File: config.mk
export PLATFORM = sky130hd
export DESIGN_NAME = mem_port_arbiter_flat
export DESIGN_NICKNAME = d
export VERILOG_FILES = /design/src/rtl/mem_port_arbiter_if.sv /design/src/rtl/mem_port_arbiter.sv /design/src/flat_wrapper.sv
export SDC_FILE = /design/constraint.sdc
export NUM_CORES = 1
export LEC_CHECK = 0
export BUFFER_PORTS_ARGS = -buffer_cell sky130_fd_sc_hd__buf_2
export CORE_MARGIN = 2
export CORE_UTILIZATION = 32
export DETAILED_ROUTE_END_ITERATION = 8
export PLACE_DENSITY = 0.58
export RECOVER_POWER = 25
export REMOVE_ABC_BUFFERS = 1
export SYNTH_ARGS = -nofsm -noshare
export SYNTH_HDL_FRONTEND = slang
export SYNTH_SLANG_ARGS = --single-unit
File: constraint.sdc
create_clock -name main_clk -period 2.4 [get_ports main_clk]
set_clock_uncertainty 0.2 [all_clocks]
set_input_delay 0.48 -clock main_clk [delete_from_list [all_inputs] [get_ports main_clk]]
set_output_delay 0.48 -clock main_clk [all_outputs]
set_load 0.01 [all_outputs]
File: src/rtl/mem_port_arbiter_if.sv
// rtl/mem_port_arbiter_if.sv - bus bundle between the fetch/data requesters, the arbiter and the shared memory port
//
// Signals (W = address/data width):
//   if_req, if_addr            fetch read request and address
//   if_ack, if_rdata           fetch one-cycle completion pulse and read data
//   d_req, d_we, d_addr,       load/store request, write enable, address,
//   d_wdata, d_be              write data and byte enables
//   d_ack, d_rdata             load/store completion pulse and read data
//   mem_req, mem_we, mem_addr, shared memory request and its fields
//   mem_wdata, mem_be
//   mem_gnt                    memory accepted the request
//   mem_rvalid, mem_rdata      memory response strobe and read data
// Modports:
//   master - the arbiter: consumes requester and memory inputs, drives acks and the memory request
//   slave  - the environment: requesters plus memory
interface mem_port_arbiter_if #(
  parameter int W = 32
);
  logic         if_req;
  logic [W-1:0] if_addr;
  logic         if_ack;
  logic [W-1:0] if_rdata;

  logic         d_req;
  logic         d_we;
  logic [W-1:0] d_addr;
  logic [W-1:0] d_wdata;
  logic [3:0]   d_be;
  logic         d_ack;
  logic [W-1:0] d_rdata;

  logic         mem_req;
  logic         mem_we;
  logic [W-1:0] mem_addr;
  logic [W-1:0] mem_wdata;
  logic [3:0]   mem_be;
  logic         mem_gnt;
  logic         mem_rvalid;
  logic [W-1:0] mem_rdata;

  modport master (
    input  if_req, if_addr,
    output if_ack, if_rdata,
    input  d_req, d_we, d_addr, d_wdata, d_be,
    output d_ack, d_rdata,
    output mem_req, mem_we, mem_addr, mem_wdata, mem_be,
    input  mem_gnt, mem_rvalid, mem_rdata
  );

  modport slave (
    output if_req, if_addr,
    input  if_ack, if_rdata,
    output d_req, d_we, d_addr, d_wdata, d_be,
    input  d_ack, d_rdata,
    input  mem_req, mem_we, mem_addr, mem_wdata, mem_be,
    output mem_gnt, mem_rvalid, mem_rdata
  );
endinterface

File: src/rtl/mem_port_arbiter.sv
// rtl/mem_port_arbiter.sv - two-requester arbiter (fetch, load/store) onto one single-port memory
//
// Ports:
//   main_clk  clock, all state changes on its rising edge
//   rst       synchronous active-low reset
//   bus       mem_port_arbiter_if.master: requester handshakes and the shared memory request
//   busy      high whenever the arbiter is not idle
//
// One transaction is in flight at a time: IDLE picks a winner and latches its
// fields, ISSUE presents mem_req until mem_gnt, WAIT takes the mem_rvalid
// response, RESP pulses the owner's ack for one cycle. Under contention the
// owner alternates, starting with the data port after reset.
module mem_port_arbiter #(
  parameter int W = 32
) (
  input  logic                  main_clk,
  input  logic                  rst,
  mem_port_arbiter_if.master    bus,
  output logic                  busy
);

  typedef enum logic [1:0] {
    ST_IDLE,
    ST_ISSUE,
    ST_WAIT,
    ST_RESP
  } state_t;

  localparam logic OWN_FETCH = 1'b0;
  localparam logic OWN_DATA  = 1'b1;

  state_t       state_q;
  state_t       state_d;

  logic         owner_q;
  logic         last_owner_q;
  logic         we_q;
  logic [W-1:0] addr_q;
  logic [W-1:0] wdata_q;
  logic [3:0]   be_q;
  logic [W-1:0] if_rdata_q;
  logic [W-1:0] d_rdata_q;

  logic         any_req;
  logic         grant_data;

  // Data wins a tie unless it owned the previous transaction.
  always_comb begin
    any_req    = bus.if_req | bus.d_req;
    grant_data = bus.d_req & (~bus.if_req | (last_owner_q == OWN_FETCH));
  end

  always_ff @(posedge main_clk) begin
    if (!rst) begin
      state_q <= ST_IDLE;
    end else begin
      state_q <= state_d;
    end
  end

  // mem_gnt only matters in ISSUE and mem_rvalid only in WAIT, so a response
  // arriving together with the grant is dropped and stray strobes are harmless.
  always_comb begin
    state_d = state_q;
    case (state_q)
      ST_IDLE:  if (any_req)        state_d = ST_ISSUE;
      ST_ISSUE: if (bus.mem_gnt)    state_d = ST_WAIT;
      ST_WAIT:  if (bus.mem_rvalid) state_d = ST_RESP;
      ST_RESP:                      state_d = ST_IDLE;
      default:                      state_d = ST_IDLE;
    endcase
  end

  // Requests are only looked at in IDLE; RESP returns straight to IDLE so a
  // requester dropping req at the end of its ack is never issued twice.
  always_ff @(posedge main_clk) begin
    if (!rst) begin
      owner_q      <= OWN_FETCH;
      last_owner_q <= OWN_FETCH;
      we_q         <= 1'b0;
      addr_q       <= '0;
      wdata_q      <= '0;
      be_q         <= 4'b0000;
      if_rdata_q   <= '0;
      d_rdata_q    <= '0;
    end else begin
      if (state_q == ST_IDLE && any_req) begin
        owner_q <= grant_data;
        if (grant_data) begin
          we_q    <= bus.d_we;
          addr_q  <= bus.d_addr;
          wdata_q <= bus.d_wdata;
          be_q    <= bus.d_be;
        end else begin
          we_q    <= 1'b0;
          addr_q  <= bus.if_addr;
          wdata_q <= '0;
          be_q    <= 4'b1111;
        end
      end

      // Write responses carry no data; rdata keeps the last read value.
      if (state_q == ST_WAIT && bus.mem_rvalid && !we_q) begin
        if (owner_q == OWN_DATA) begin
          d_rdata_q <= bus.mem_rdata;
        end else begin
          if_rdata_q <= bus.mem_rdata;
        end
      end

      if (state_q == ST_RESP) begin
        last_owner_q <= owner_q;
      end
    end
  end

  assign bus.mem_req   = (state_q == ST_ISSUE);
  assign bus.mem_we    = we_q;
  assign bus.mem_addr  = addr_q;
  assign bus.mem_wdata = wdata_q;
  assign bus.mem_be    = be_q;

  assign bus.if_ack    = (state_q == ST_RESP) && (owner_q == OWN_FETCH);
  assign bus.d_ack     = (state_q == ST_RESP) && (owner_q == OWN_DATA);
  assign bus.if_rdata  = if_rdata_q;
  assign bus.d_rdata   = d_rdata_q;

  assign busy          = (state_q != ST_IDLE);

endmodule

File: src/flat_wrapper.sv
// flat-port wrapper written by rule: the top's interface ports become plain ports
module mem_port_arbiter_flat 
#(
  parameter int W = 32
)
  (main_clk, rst, busy, bus_if_req, bus_if_addr, bus_if_ack, bus_if_rdata, bus_d_req, bus_d_we, bus_d_addr, bus_d_wdata, bus_d_be, bus_d_ack, bus_d_rdata, bus_mem_req, bus_mem_we, bus_mem_addr, bus_mem_wdata, bus_mem_be, bus_mem_gnt, bus_mem_rvalid, bus_mem_rdata);
  mem_port_arbiter_if #(.W(W)) bus_i ();
  input  logic main_clk;
  input  logic rst;
  output logic busy;
  input wire logic [$bits(bus_i.if_req)-1:0] bus_if_req;
  input wire logic [$bits(bus_i.if_addr)-1:0] bus_if_addr;
  output wire logic [$bits(bus_i.if_ack)-1:0] bus_if_ack;
  output wire logic [$bits(bus_i.if_rdata)-1:0] bus_if_rdata;
  input wire logic [$bits(bus_i.d_req)-1:0] bus_d_req;
  input wire logic [$bits(bus_i.d_we)-1:0] bus_d_we;
  input wire logic [$bits(bus_i.d_addr)-1:0] bus_d_addr;
  input wire logic [$bits(bus_i.d_wdata)-1:0] bus_d_wdata;
  input wire logic [$bits(bus_i.d_be)-1:0] bus_d_be;
  output wire logic [$bits(bus_i.d_ack)-1:0] bus_d_ack;
  output wire logic [$bits(bus_i.d_rdata)-1:0] bus_d_rdata;
  output wire logic [$bits(bus_i.mem_req)-1:0] bus_mem_req;
  output wire logic [$bits(bus_i.mem_we)-1:0] bus_mem_we;
  output wire logic [$bits(bus_i.mem_addr)-1:0] bus_mem_addr;
  output wire logic [$bits(bus_i.mem_wdata)-1:0] bus_mem_wdata;
  output wire logic [$bits(bus_i.mem_be)-1:0] bus_mem_be;
  input wire logic [$bits(bus_i.mem_gnt)-1:0] bus_mem_gnt;
  input wire logic [$bits(bus_i.mem_rvalid)-1:0] bus_mem_rvalid;
  input wire logic [$bits(bus_i.mem_rdata)-1:0] bus_mem_rdata;
  assign bus_i.if_req = bus_if_req;
  assign bus_i.if_addr = bus_if_addr;
  assign bus_if_ack = bus_i.if_ack;
  assign bus_if_rdata = bus_i.if_rdata;
  assign bus_i.d_req = bus_d_req;
  assign bus_i.d_we = bus_d_we;
  assign bus_i.d_addr = bus_d_addr;
  assign bus_i.d_wdata = bus_d_wdata;
  assign bus_i.d_be = bus_d_be;
  assign bus_d_ack = bus_i.d_ack;
  assign bus_d_rdata = bus_i.d_rdata;
  assign bus_mem_req = bus_i.mem_req;
  assign bus_mem_we = bus_i.mem_we;
  assign bus_mem_addr = bus_i.mem_addr;
  assign bus_mem_wdata = bus_i.mem_wdata;
  assign bus_mem_be = bus_i.mem_be;
  assign bus_i.mem_gnt = bus_mem_gnt;
  assign bus_i.mem_rvalid = bus_mem_rvalid;
  assign bus_i.mem_rdata = bus_mem_rdata;
  mem_port_arbiter #(.W(W)) u_core (.main_clk(main_clk), .rst(rst), .bus(bus_i), .busy(busy));
endmodule
# --- After elaboration in Yosys (flattened, before gate mapping) ---
# Index checks and enable logic that the tools add are counted.
totals:
  regBits: 137
  inputBits: 139
classes:
  n_eq_ne: 6
  n_mux: 8
  bitwise: 6
  n_reduce_logical: 11
op_table:
  columns: ["operator", "count"]
  rows:
  - ["32-bit two-way mux", 2]
  - ["2-bit case mux with 4 select lines", 1]
  - ["2-bit two-way mux", 3]
  - ["1-bit logical AND", 5]
  - ["2-bit == test (second input constant)", 2]
  - ["4-bit two-way mux", 1]
  - ["2-bit by 1-bit inequality test with 1-bit output (second input constant)", 2]
  - ["2-bit AND reduction", 2]
  - ["1-bit NOT", 3]
  - ["3-bit AND reduction", 1]
  - ["2-bit by 1-bit == test with 1-bit output (second input constant)", 1]
  - ["2-bit logical NOT", 1]
  - ["2-bit inequality test (second input constant)", 1]
  - ["1-bit bitwise OR", 2]
  - ["2-bit nonzero test", 1]
  - ["1-bit AND", 1]
  - ["1-bit logical NOT", 1]
  - ["1-bit two-way mux", 1]

# --- Depth between registers and ports, before layout ---
logic_depth:
  word_depth: 4
  ltp_mapped: 7
  ltp_nobuf: 5

# --- Worst setup path before layout ---
# No wires, ideal clock.
synth_timing:
  path_type: "register to register"
  startpoint: "register u_core.state_q[0]"
  endpoint: "register u_core.d_rdata_q[3] (netlist: u_core.bus.d_rdata[3])"
  setup_time_ns: 0.074
  arrival_time_ns: 1.351
  t_required_ns: 2.126
  slack_ns: 0.774
  path_stages_with_launch: 7
  path_cell_list: "dfxtp_1 > inv_1 > ha_1 > nand4b_1 > clkbuf_1 > nand3_1 > o21ai_0"
synth_between:
  elab_chain_cells: 4
synth_rtl:
  columns: ["item", "line", "rtl"]
  rows:
  - ["start: declaration", "mem_port_arbiter.sv:32", "state_t state_q;"]
  - ["start signal: assignment", "mem_port_arbiter.sv:57", "state_q <= state_d;"]
  - ["2-bit == test", "mem_port_arbiter.sv:103", "if (state_q == ST_WAIT && bus.mem_rvalid && !we_q) begin"]
  - ["1-bit logical AND (2 in a row)", "mem_port_arbiter.sv:103", null]
  - ["2-bit AND reduction (no line)", null, null]
  - ["end signal: assignment", "mem_port_arbiter.sv:105", "d_rdata_q <= bus.mem_rdata;"]
  - ["end: declaration", "mem_port_arbiter.sv:42", "logic [W-1:0] d_rdata_q;"]
# No other way between the ends.
# A chain may end at the register's enable or synchronous reset.

# --- Worst setup path after layout ---
layout_timing:
  startpoint: "register u_core.state_q[0]"
  endpoint: "output port busy"
layout_between:
  elab_chain_cells: 1
layout_rtl:
  columns: ["item", "line", "rtl"]
  rows:
  - ["2-bit nonzero test", "mem_port_arbiter.sv:128", "assign busy = (state_q != ST_IDLE);"]
  - ["end: declaration", "flat_wrapper.sv:10", "output logic busy;"]
# No other way between the ends.

==> impl_metrics.ini <==
[yosys]
ys_seq_area_share_pct = 55.5
yosysTopAreaCell = dfxtp_1
synth-seq-cells = 137
synth_top_area_share_pct = 55.5
yosysUniqueCellTypes = 27
synth_area_leaders = dfxtp_1, o21ai_0, nand2_1
syn-cell-area_um2 = 4940
syn_area_per_cell_um2 = 9.10
ys_warn_count = 0
netlist_instances = 543

[global_route]
grt_pass1_wl_um = 22100
grt_pass1_vias = 4250
grt.overflow.total = 0
grt_max_degree = 69
antenna_found_initial = 0
track_usage_pct = 17.1

[worst_setup_path]
start_kind = flop
worstPathArrival_ps = 1370
reg2reg_from = u_core.state_q[0]
crit_path_end_kind = output port
timing.reg2reg.setup_slack_ps = 580
reg2reg_depth = 6
startpoint = u_core.state_q[0]
r2r-end = u_core.bus.mem_wdata[17]
crit_path_max_fanout = 5
crit_required_ps = 1720
critical_path_class = flop to output port

[timing]
setup_viol = 0
finalMaxSlewViolations = 0
fin_setup_tns_ps = 0
fmax_mhz = 488
hold_viol = 0
tightest_slew_ps = 527
rsz0062_at_grt = no
fin_crit_ps = 2050
timing.slew.headroom_pct = 64.9
worst_slack_ps = 350
fin_crit_sh_pct = 85.4

[floorplanning]
rows = 45
io_pins = 276
start_util_pct = 32.6
die_w_um = 128
die_y_um = 128
die_area_um2 = 16500
fp.coreArea_um2 = 15100

[routing]
vias = 4707
ant_nets = 0
wl_per_cell_um = 14.5
drc = 0
drtPass1Iterations = 4
routed_wl_um = 14500
avgViaCountPerCell = 4.73
first_iter_violations = 244

[cells_and_area]
num-fill-cells = 1600
syn2layout_area_growth_pct = 38.8
utilization_pct = 45.3
drive_gt1_share_pct = 31.6
layout.nets = 941
diodes = 0

[placed_design]
gp_congestion = 0.753
hpwl_um = 10100
port_buffers = 275
dp_slack_ps = 559

[clock_network]
holdBufCountCts = 0
clock_latency_ps = 400
clock_sinks = 137
clkTransAtPathRegs_ps = 60
cts_tree = yes
cts_setup_buffers = 0
clockBufferDepth = 2
post_cts_resized = 0
cts_inserted_buffers = 17
cts-root-buf = clkbuf_16
htreeDepth = 4

[min_path]
whs_endpoint = u_core.bus.mem_wdata[11]
hp-class = input port to flop
hold_path_depth = 2
hp-start = bus_d_wdata[11]

[pwr]
total_power_uw = 6870
ir_worst_vdd_mv = 0.585
leakagePower_uw = 0.00312
p_per_area_nw_per_um2 = 1000

[job]
maxCapViolCount = 0

[run_status]
status = complete, no violations
[routing by layer]
layer	wire length, um	track usage (%)
met1	6550	21.9
met2	6520	26.6
met3	1280	7.05
met4	138	4.46
met5	0	0
[cells in the final DEF, fill, tap and decap left out]
master	instances
buf_2	208
dfxtp_1	137
nand2_1	100
o21ai_0	98
clkbuf_1	68
nand3_1	64
a22o_1	33
a31oi_1	32
clkbuf_16	17
inv_1	5
ha_1	5
clkinv_4	5
clkinv_2	5
buf_4	5
buf_12	5
o221a_2	4
nor2b_1	2
mux2i_1	2
and2_0	1
nand4bb_2	1
a21boi_4	1
o21a_2	1
nor2b_2	1
and3_1	1
a21bo_2	1
nor2_1	1
a222oi_1	1
nand4b_1	1
o21a_1	1
a21boi_0	1
inv_6	1
[power by group]
part | internal (uW) | leakage, uW | switching [uW]
registers | 2680 | 0.00112 | 205
logic | 670 | 0.00175 | 1040
clock network | 1310 | 0.000257 | 962
[through the flow]
stage / hold slack [ps] / instance area (um^2) / cells
2_1_floorplan: 268 / 4680 / 494
3_3_place_gp: 248 / 6430 / 966
3_5_place_dp: 259 / 6430 / 966
4_1_cts: 58.0 / 6940 / 996
5_1_grt: 53.4 / 6860 / 996
6_report: 80.1 / 6860 / 996
[cell usage after synthesis]
| master | instances |
|---|---|
| a22o_1 | 33 |
| buf_6 | 7 |
| a31oi_1 | 32 |
| a21boi_4 | 1 |
| dfxtp_1 | 137 |
| o21ai_0 | 98 |
| o21a_1 | 1 |
| inv_1 | 5 |
| ha_1 | 5 |
| buf_2 | 16 |
| nor2b_1 | 3 |
| a222oi_1 | 1 |
| nand2_1 | 100 |
| mux2i_1 | 2 |
| nand3_1 | 64 |
| nand4b_1 | 1 |
| nand4bb_1 | 1 |
| a21boi_0 | 1 |
| buf_4 | 1 |
| clkbuf_1 | 21 |
| a21bo_2 | 1 |
| o221a_2 | 4 |
| o21a_2 | 1 |
| buf_1 | 4 |
| and3_1 | 1 |
| nor2_1 | 1 |
| and2_1 | 1 |
[worst max-delay path, cell delays in order (launching register included)]
cell	delay [ps]
dfxtp_1	380
inv_1	90
ha_1	260
inv_1	100
buf_2	140
[layout make-up]
class	count	area (um^2)	share of cell area, %
Inverter	5	18.8	0.274
Multi-Input combinational cell	352	1930	28.1
Clock inverter	11	77.6	1.13
Timing Repair Buffer	284	1430	20.8
Clock buffer	19	433	6.31
Sequential cell	137	2740	40.0
Tap cell	188	235	3.43
[worst max path at each step]
stage                                    endpoint  slack (ps)  depth (start not counted)
after floorplan           u_core.bus.mem_wdata[0]        -400                          5
after global placement    u_core.bus.mem_wdata[4]         570                          4
after detailed placement  u_core.bus.mem_wdata[7]         560                          4
after CTS                                    busy         340                          4
after global routing                         busy         240                          4
final                                        busy         350                          4
[state kept, by name (all words and copies together), names as in the netlist]
register / count
u_core.bus.d_rdata: 32
u_core.bus.if_rdata: 32
u_core.bus.mem_addr: 32
u_core.bus.mem_be: 4
u_core.bus.mem_wdata: 32
u_core.bus.mem_we: 1
u_core.last_owner_q: 1
u_core.owner_q: 1
u_core.state_q: 2
[logic make-up (layout without fill, tap and decap cells)]
| family | after synthesis | after routing | synth area share, % |
|---|---|---|---|
| multiplexers | 2 | 2 | 0.405 |
| adder cells (fa/ha/maj) | 5 | 5 | 1.27 |
| AND/OR/NAND/NOR | 172 | 172 | 15.2 |
| flip-flops | 137 | 137 | 55.5 |
| buffers and inverters | 54 | 319 | 5.65 |
| AO/OA/AOI/OAI | 173 | 173 | 22.0 |
Note: power is estimated with default switching activity, not from simulation.
